--- src/rtl/host_frame_receiver_pkg.sv ---
// Shared definitions for the host frame receiver: state encodings,
// frame geometry and the default inter-byte timeout.
package host_frame_receiver_pkg;

    typedef enum logic [2:0] {
        IDLE    = 3'd0,
        DATA    = 3'd1,
        CHECK   = 3'd2,
        HOLD    = 3'd3,
        RELEASE = 3'd4
    } rxStateT;

    localparam int FRAME_DATA_BYTES       = 4;
    localparam int DEFAULT_TIMEOUT_CYCLES = 100000;

endpackage

--- src/rtl/host_frame_receiver_timeout.sv ---
// Inter-byte timeout counter. Counts enabled cycles since the last clear and
// flags expiry on the cycle the count reaches TIMEOUT_CYCLES-1 while enabled.
module frame_timeout_counter
    import host_frame_receiver_pkg::*;
#(
    parameter int TIMEOUT_CYCLES = DEFAULT_TIMEOUT_CYCLES
) (
    input  logic masterClock,
    input  logic reset,
    input  logic clear,
    input  logic enable,
    output logic expired
);

    localparam int CW = (TIMEOUT_CYCLES > 1) ? $clog2(TIMEOUT_CYCLES) : 1;
    localparam logic [CW-1:0] LAST = CW'(TIMEOUT_CYCLES - 1);

    logic [CW-1:0] tcnt;

    // Count idle cycles; any byte (clear) restarts the window.
    always_ff @(posedge masterClock) begin
        if (!reset || clear) begin
            tcnt <= '0;
        end else if (enable) begin
            tcnt <= tcnt + 1'b1;
        end
    end

    // Expiry is judged on the cycle that would count past the limit.
    always_comb begin
        expired = enable && (tcnt == LAST);
    end

endmodule

--- src/rtl/host_frame_receiver.sv ---
// Host frame receiver: assembles control byte + 32-bit word (MSB byte first)
// from the UART byte stream and hands it to the sandbox process with a
// dataReceived / clearDR handshake. Detects inter-byte timeout and overrun.
// Optional feature macro: FRAME_CHECKSUM_EN (adds a trailing XOR checksum byte).
module host_frame_receiver
    import host_frame_receiver_pkg::*;
#(
    parameter int TIMEOUT_CYCLES = DEFAULT_TIMEOUT_CYCLES
) (
    input  logic        masterClock,
    input  logic        reset,
    input  logic        rxValid,
    input  logic [7:0]  rxByte,
    input  logic        clearDR,
    output logic        dataReceived,
    output logic [7:0]  control,
    output logic [31:0] inputData,
    output logic        overrun,
    output logic        frameError
);

    localparam logic [1:0] LAST_IDX = 2'(FRAME_DATA_BYTES - 1);

    rxStateT    state;
    rxStateT    nextState;
    logic [1:0] idx;
    logic [1:0] lane;
    logic       inFrame;
    logic       expired;
`ifdef FRAME_CHECKSUM_EN
    logic [7:0] xorAcc;
`endif

    // Timeout only runs while a frame is partially assembled.
    always_comb begin
        inFrame = (state == DATA);
`ifdef FRAME_CHECKSUM_EN
        inFrame = (state == DATA) || (state == CHECK);
`endif
        lane    = LAST_IDX - idx;
    end

    frame_timeout_counter #(
        .TIMEOUT_CYCLES(TIMEOUT_CYCLES)
    ) timeoutCounter (
        .masterClock (masterClock),
        .reset       (reset),
        .clear       (rxValid || !inFrame),
        .enable      (inFrame && !rxValid),
        .expired     (expired)
    );

    // State register.
    always_ff @(posedge masterClock) begin
        if (!reset) begin
            state <= IDLE;
        end else begin
            state <= nextState;
        end
    end

    // Next-state decode.
    always_comb begin
        nextState = state;
        case (state)
            IDLE: begin
                if (rxValid) nextState = DATA;
            end
            DATA: begin
                if (rxValid) begin
                    if (idx == LAST_IDX) begin
`ifdef FRAME_CHECKSUM_EN
                        nextState = CHECK;
`else
                        nextState = HOLD;
`endif
                    end
                end else if (expired) begin
                    nextState = IDLE;
                end
            end
`ifdef FRAME_CHECKSUM_EN
            CHECK: begin
                if (rxValid) begin
                    nextState = (rxByte == xorAcc) ? HOLD : IDLE;
                end else if (expired) begin
                    nextState = IDLE;
                end
            end
`endif
            HOLD: begin
                if (clearDR) nextState = RELEASE;
            end
            RELEASE: begin
                if (!clearDR) nextState = IDLE;
            end
            default: nextState = IDLE;
        endcase
    end

    // Registered outputs and frame datapath; pulses default low every cycle.
    always_ff @(posedge masterClock) begin
        if (!reset) begin
            dataReceived <= 1'b0;
            control      <= '0;
            inputData    <= '0;
            overrun      <= 1'b0;
            frameError   <= 1'b0;
            idx          <= '0;
`ifdef FRAME_CHECKSUM_EN
            xorAcc       <= '0;
`endif
        end else begin
            overrun    <= 1'b0;
            frameError <= 1'b0;
            case (state)
                IDLE: begin
                    if (rxValid) begin
                        control <= rxByte;
                        idx     <= '0;
`ifdef FRAME_CHECKSUM_EN
                        xorAcc  <= rxByte;
`endif
                    end
                end
                DATA: begin
                    if (rxValid) begin
                        inputData[{lane, 3'b000} +: 8] <= rxByte;
`ifdef FRAME_CHECKSUM_EN
                        xorAcc <= xorAcc ^ rxByte;
                        if (idx != LAST_IDX) idx <= idx + 1'b1;
`else
                        if (idx == LAST_IDX) dataReceived <= 1'b1;
                        else                 idx <= idx + 1'b1;
`endif
                    end else if (expired) begin
                        frameError <= 1'b1;
                    end
                end
`ifdef FRAME_CHECKSUM_EN
                CHECK: begin
                    if (rxValid) begin
                        if (rxByte == xorAcc) dataReceived <= 1'b1;
                        else                  frameError   <= 1'b1;
                    end else if (expired) begin
                        frameError <= 1'b1;
                    end
                end
`endif
                HOLD: begin
                    // clearDR wins over a coincident byte; the byte is still dropped.
                    if (rxValid) overrun <= 1'b1;
                    if (clearDR) dataReceived <= 1'b0;
                end
                RELEASE: begin
                    if (rxValid) overrun <= 1'b1;
                end
                default: dataReceived <= 1'b0;
            endcase
        end
    end

endmodule

--- config.mk ---
export PLATFORM = sky130hd
export DESIGN_NAME = host_frame_receiver
export DESIGN_NICKNAME = d
export VERILOG_FILES = /design/src/rtl/host_frame_receiver_pkg.sv /design/src/rtl/host_frame_receiver_timeout.sv /design/src/rtl/host_frame_receiver.sv
export SDC_FILE = /design/constraint.sdc
export NUM_CORES = 1
export LEC_CHECK = 0
export CELL_PAD_IN_SITES_DETAIL_PLACEMENT = 1
export CELL_PAD_IN_SITES_GLOBAL_PLACEMENT = 1
export CORE_MARGIN = 3
export CORE_UTILIZATION = 37
export DETAILED_ROUTE_END_ITERATION = 8
export GPL_TIMING_DRIVEN = 0
export PLACE_DENSITY = 0.86
export SLEW_MARGIN = 10
export SYNTH_ARGS = -nofsm -noshare
export SYNTH_HDL_FRONTEND = slang
export SYNTH_SLANG_ARGS = --single-unit
--- constraint.sdc ---
create_clock -name masterClock -period 2.3 [get_ports masterClock]
set_input_delay 0.46 -clock masterClock [delete_from_list [all_inputs] [get_ports masterClock]]
set_output_delay 0.46 -clock masterClock [all_outputs]
set_load 0.02 [all_outputs]
# == Yosys cells after proc, flatten, opt, wreduce, memory -nomap -nowiden ==
# Cells that the tools add are included.
# word_totals
reg_bits,65
inputBits,12
word_cells,66
# op_classes
n_addsub,4
n_eq_ne,13
shift,2
muxes,18
bitwise,3
reduce_logical,18
# ops
operator,count
bitwise mux 32 bit,1
variable shift 8 x 7 -> 32 bit (first input constant),1
variable part select 8 x 7 -> 32 bit,1
two-way mux 3 bit,6
adder 17 x 1 -> 17 bit (second input constant),1
== test 17 bit (second input constant),1
case mux 3 bit (4 select lines),1
inequality test 2 bit (second input constant),5
AND reduction 4 bit,2
negator 5 -> 7 bit,1
two-way mux 2 bit,3
inequality test 3 x 2 -> 1 bit (second input constant),2
AND reduction 2 bit,3
two-way mux 1 bit,5
AND reduction 5 bit,1
case mux 2 bit (2 select lines),1
OR reduction 2 bit,2
== test 3 x 1 -> 1 bit (second input constant),1
== test 3 x 2 -> 1 bit (second input constant),1
== test 3 bit (second input constant),1
zero test 1 bit,3
zero test 3 bit,1
inverter 1 bit,3
case mux 1 bit (3 select lines),1
other kinds (8),10

# == Logic depth before layout (Yosys ltp) ==
# logic_depth
depth_word,6
depth_mapped,6
mapped_depth_nobuf,6

# == Hierarchy ==
# A second synthesis with hierarchy kept.
# hier_totals
cells_unflattened,329
hier_area_um2,2979.1
# by_module_without_submodules
module,instances,cells_per_inst,area_per_inst_um2
host_frame_receiver,1,233,2143.3
frame_timeout_counter,1,96,835.8

# == Worst setup path before layout ==
# OpenSTA, ideal clock, no wires.
# synth_path
path_type,flip-flop to flip-flop
start,reg idx[0]
end,reg inputData[24]
setup_time_ps,70
t_arrival_ps,1575
t_required_ps,2230
setup_slack_ps,655
path_stages_with_launch,6
period_less_slack_ps,1645
path_cell_list,dfxtp_1 > inv_1 > ha_1 > nor3_1 > nand3_1 > a21oi_1
# synth_between
elab_chain_len,4
# synth_lines
item,line,source
start: declaration,host_frame_receiver.sv:26,logic [1:0] idx;
start signal: assignment,host_frame_receiver.sv:134,else idx <= idx + 1'b1;
subtractor 2 bit *,host_frame_receiver.sv:40,lane = LAST_IDX - idx;
negator 5 -> 7 bit *,host_frame_receiver.sv:128,"inputData[{lane, 3'b000} +: 8] <= rxByte;"
variable part select 8 x 7 -> 32 bit or variable shift 8 x 7 -> 32 bit (tied branches),host_frame_receiver.sv:128,
bitwise mux 32 bit *,host_frame_receiver.sv:128,
end signal: indexed assignment,host_frame_receiver.sv:128,
end: declaration,host_frame_receiver.sv:17,"output logic [31:0] inputData,"
# Every way passes the cells marked *; elsewhere a longest branch is shown, timed or not.
# A chain may end at the register's enable or synchronous reset.

# == Worst setup path after layout ==
# layout_path
start,reg idx[0]
end,reg inputData[25]
# The elaborated chain is that of the path after synthesis.

==> impl_summary.md <==
Global routing
The pin count of the biggest net entering global routing is 11. The number of antenna violations at the first check in global routing is 0. The first global-routing pass estimated 13090 µm of wire. The total track usage is about a fifth. The number of global-route vias before repair is around 2700.

For this run the aggregate overflow at the end of global routing stands at 0.

Die
The count of standard-cell rows is 30. The floorplan die area is roughly 8400 µm². In this run the count of I/O pins placed on the die edge is 55. The total area inside the core boundary comes to 6944 µm². The initial utilization of the core area, before any placement, comes to slightly below 40%. The horizontal die dimension is between 90 and 100 µm. The vertical die dimension is 91.39 µm.

Setup path
The delay contributed by the slowest stage of the critical path is roughly 570 ps. Together, buffers and inverters on the worst path number 1. The endpoint of the lowest-slack register-to-register path is inputData[25].

The kind of cell with the highest combined delay along the critical path is simple AND/OR/NAND/NOR gates. The critical path arrival is approximately 2300 ps. The number of cells on the worst reg-to-reg path is 5. The category of the most critical setup path is register to register. The data required time of the worst path is between 2000 and 3000 ps. The biggest fanout along the worst timing path is 8. The startpoint type of the worst setup path is a register. Traced cell by cell, the critical path runs through inv_1 -> ha_1 -> nor3_1 -> nand3_1 -> a21oi_1. In this run the critical register-to-register path is launched from idx[0]. The slowest stage of the critical path is the sky130_fd_sc_hd__nor3_1 cell. The worst reg-to-reg setup slack is 280 ps. The endpoint class of the critical path is a register.

Routing
In the routed design, unresolved DRC markers number 0. The average routed wire per standard cell is 16.31 µm. The count of nets left with antenna violations once routing finished came out at 0.

The detailed-router iteration count before antenna repair is 5. The via count is 2604. The number of DRC markers after the initial detailed-route iteration is 154. The final layout contains routed wiring with a total length of ~8000 µm. After detailed routing, the number of vias per cell comes to between 5 and 6.

Clocking
The number of H-tree branching levels is 3. The number of gates resized after CTS is 0. The number of buffers on the longest clock path is 2. The post-CTS repair timing setup buffer count is 0. The count of hold-fix buffers inserted at cts is 0. Clock latency on the worst-skew pair, taken at its later pin, is 340 ps. The clock tree from TritonCTS is built.

In this run the clock root is driven by a sky130_fd_sc_hd__clkbuf_8. The number of buffers inserted during clock tree synthesis is 9. For this design, the sink count on the clock tree is 65. After clock tree synthesis, the clock-pin slew on the worst setup and hold paths is 70 ps.

Place
Once placement finished, the instance area stood at ~3400 µm². After detailed placement, the design holds a cell count of approximately 470. The HPWL reported at the end of detailed placement is around 5600 µm. Routability-driven placement finished with a final weighted congestion of just over 0.8. The count of buffers added on input and output ports is 54.

Pwr
Net switching is 23.21% of the power. Combinational cells account for about 7.5% of the total power. The internal portion of total power is 1820 µW.

For this design the ratio of total power to cell area is around 660 nW/µm². In this run the static leakage power is approximately 0.0012 µW. The clock network is responsible for around 44% of the overall power. VDD sags by at most between 300 and 400 µV.

For this design the total switching power over the nets is between 500 and 600 µW. Sequential cells burn 48.7% of the power.

Yosys
In the post-synthesis netlist, the biggest area contributors are sky130_fd_sc_hd__dfxtp_1 48%, sky130_fd_sc_hd__nand2_1 9.5%, sky130_fd_sc_hd__a21oi_1 8.5%, sky130_fd_sc_hd__nand3_1 6.3%, sky130_fd_sc_hd__nor2_1 2.9%. After synthesis, the largest area contributor takes up about half of total cell area. The flip-flop and latch count after synthesis is 65.

The post-synthesis cell type count is 42. The number of nets in the synthesized netlist is approximately 340. The commonest register cell after synthesis is sky130_fd_sc_hd__dfxtp_1. The sequential fraction of the synthesis area is a little under 50%. The mean post-synth cell area is 8.326 µm². The combined area of all synthesized cells is approximately 2700 µm².

The number of instances in the synthesized netlist is 324. After synthesis, the share of flip-flops with an asynchronous set or reset is 0%. Of all cell types, the one taking the most synthesized area is sky130_fd_sc_hd__dfxtp_1.

The total of warnings raised by yosys is 0. The number of enable flip-flop cells after synthesis is 0.

Timing
Dividing the final minimum period by the clock period gives just under 90%. The worst hold margin is approximately 450 ps. Setup repair after global routing left no endpoint under its margin. The slew of the pin with the lowest slew margin is just over 700 ps. In the final timing run, aggregate negative setup slack is 0 ps. The final number of setup-violating endpoints is 0. The worst pin sits at a relative slew slack of around 52%. The count of final hold-check violations is 0. Static timing analysis puts the maximum clock frequency at ~0.50 GHz.

The number of max-slew violations in the final report is 0. The minimum period implied by the final worst setup slack is approximately 2000 ps. The largest clock skew in the final design is roughly 7.7 ps.

Finish
For this run, the post-layout net count is 407. The repair_antennas step left the layout with diodes totalling 0. Cells with a size suffix above 1 make up about 7.9% of the layout.

The count of cells in the finished layout, fillers not included, comes to around 490. From synthesis to final layout, the design area changed by 32.42%. Registers take about 1300 µm². Fill cells in the final layout number between 800 and 900. The multi-input combinational cells in the finished layout cover a total of between 1000 and 1500 µm². The area of all placed cells without fillers is roughly 3600 µm².

Min path
The tightest min-delay check is of the register to register type. The beginning of the worst hold path is inputData[7]. The path with the worst hold slack has its endpoint at inputData[7]. The worst hold path was traced through 2 stages.

Run status
The flow ran to the end, and the final reports show no timing, DRC or antenna violations.

Job
The max-cap check violation count is 0.
synthesized netlist by cell type (2+ instances only):
library cell and n:
sky130_fd_sc_hd__nand2_1 68, sky130_fd_sc_hd__dfxtp_1 65, sky130_fd_sc_hd__a21oi_1 46, sky130_fd_sc_hd__nand3_1 34, sky130_fd_sc_hd__nor2_1 21, sky130_fd_sc_hd__o21ai_0 8
sky130_fd_sc_hd__and2_1 7, sky130_fd_sc_hd__xor2_1 7, sky130_fd_sc_hd__clkbuf_1 6, sky130_fd_sc_hd__ha_1 6, sky130_fd_sc_hd__or3_1 6, sky130_fd_sc_hd__buf_2 5
sky130_fd_sc_hd__inv_1 5, sky130_fd_sc_hd__nand4_1 5, sky130_fd_sc_hd__and3_1 3, sky130_fd_sc_hd__nor3_1 3, sky130_fd_sc_hd__a31oi_1 2, sky130_fd_sc_hd__or4_1 2
sky130_fd_sc_hd__xnor2_1 2
worst reg2reg max path, stage by stage (launching register included):
cell	delay, ps
sky130_fd_sc_hd__dfxtp_1	480
sky130_fd_sc_hd__inv_1	150
sky130_fd_sc_hd__ha_1	360
sky130_fd_sc_hd__nor3_1	570
sky130_fd_sc_hd__nand3_1	170
sky130_fd_sc_hd__a21oi_1	200
how the worst max path moves through the flow:
stage	from	to	slack [ps]	depth (start not counted)
floorplan	idx[0]	inputData[24]	650	5
global placement	rxValid	timeoutCounter.tcnt[16]	100	5
detailed placement	rxValid	timeoutCounter.tcnt[16]	50	5
CTS	idx[0]	inputData[25]	290	5
global route	idx[0]	inputData[25]	130	5
finish	idx[0]	inputData[25]	280	5
flip-flops by register name, summed over array words and instances, names as in the netlist:
signal,cells
state,3
inputData,32
dataReceived,1
control,8
timeoutCounter.tcnt,17
idx,2
overrun,1
frameError,1
cells in the final DEF (no fill, tap or decap), types with 3 or more instances in the layout:
cell type / n
sky130_fd_sc_hd__nor2_1: 21
sky130_fd_sc_hd__a21oi_1: 46
sky130_fd_sc_hd__xor2_1: 7
sky130_fd_sc_hd__ha_1: 6
sky130_fd_sc_hd__and2_1: 7
sky130_fd_sc_hd__or3_1: 6
sky130_fd_sc_hd__clkbuf_1: 6
sky130_fd_sc_hd__nand3_1: 34
sky130_fd_sc_hd__buf_2: 5
sky130_fd_sc_hd__clkdlybuf4s50_1: 54
sky130_fd_sc_hd__nand4_1: 5
sky130_fd_sc_hd__o21ai_0: 8
sky130_fd_sc_hd__clkbuf_8: 13
sky130_fd_sc_hd__inv_1: 5
sky130_fd_sc_hd__dfxtp_1: 65
sky130_fd_sc_hd__nor3_1: 3
sky130_fd_sc_hd__nand2_1: 68
sky130_fd_sc_hd__and3_1: 3
metal layers:
| metal | wire length, µm | global-route usage (%) | vias up |
|---|---|---|---|
| met3 | 287 | 4.391 | 8 |
| met2 | 3984 | 33.66 | 59 |
| li1 | - | - | 1249 |
| met4 | 117 | 7.915 | 0 |
| met5 | 0 | 0 | - |
| met1 | 3586 | 24.17 | 1288 |
metrics by stage:
stage	worst slack [ps]	total power (µW)	utilization, %
2_1_floorplan	654.7	1264	-
3_3_place_gp	99.13	1348	48.36
3_5_place_dp	46.83	1353	48.36
4_1_cts	286.2	2384	51.44
5_1_grt	132.8	2457	51.44
6_report	283.5	2371	51.44
power groups by stage:
stage | clock network [µW] | logic [µW] | registers [µW]
2_1_floorplan | 0 | 70.4 | 1190
3_3_place_gp | 0 | 169 | 1180
3_5_place_dp | 0 | 174 | 1180
4_1_cts | 1050 | 176 | 1150
5_1_grt | 1110 | 191 | 1150
6_report | 1040 | 177 | 1150
cell families after synthesis:
| logic type | synth area share [%] |
|---|---|
| AOI/OAI and AO/OA | 12.11 |
| adders and majority gates | 2.783 |
| buffers and inverters | 3.293 |
| DFF | 48.24 |
| and+or+nand+nor | 30.29 |
| muxes | 0.3711 |
| xor gates and xnor gates | 2.922 |
final cells by class:
cell class / instances / share of cell area [%]
Buffer: 13 / 1.856
Clock buffer: 13 / 5.009
Clock inverter: 2 / 0.9807
Inverter: 6 / 0.6305
Multi-Input combinational cell: 240 / 36.60
Sequential cell: 65 / 36.43
Tap cell: 96 / 3.363
Timing Repair Buffer: 54 / 15.13
No activity file was read; power rests on OpenSTA's default activity.
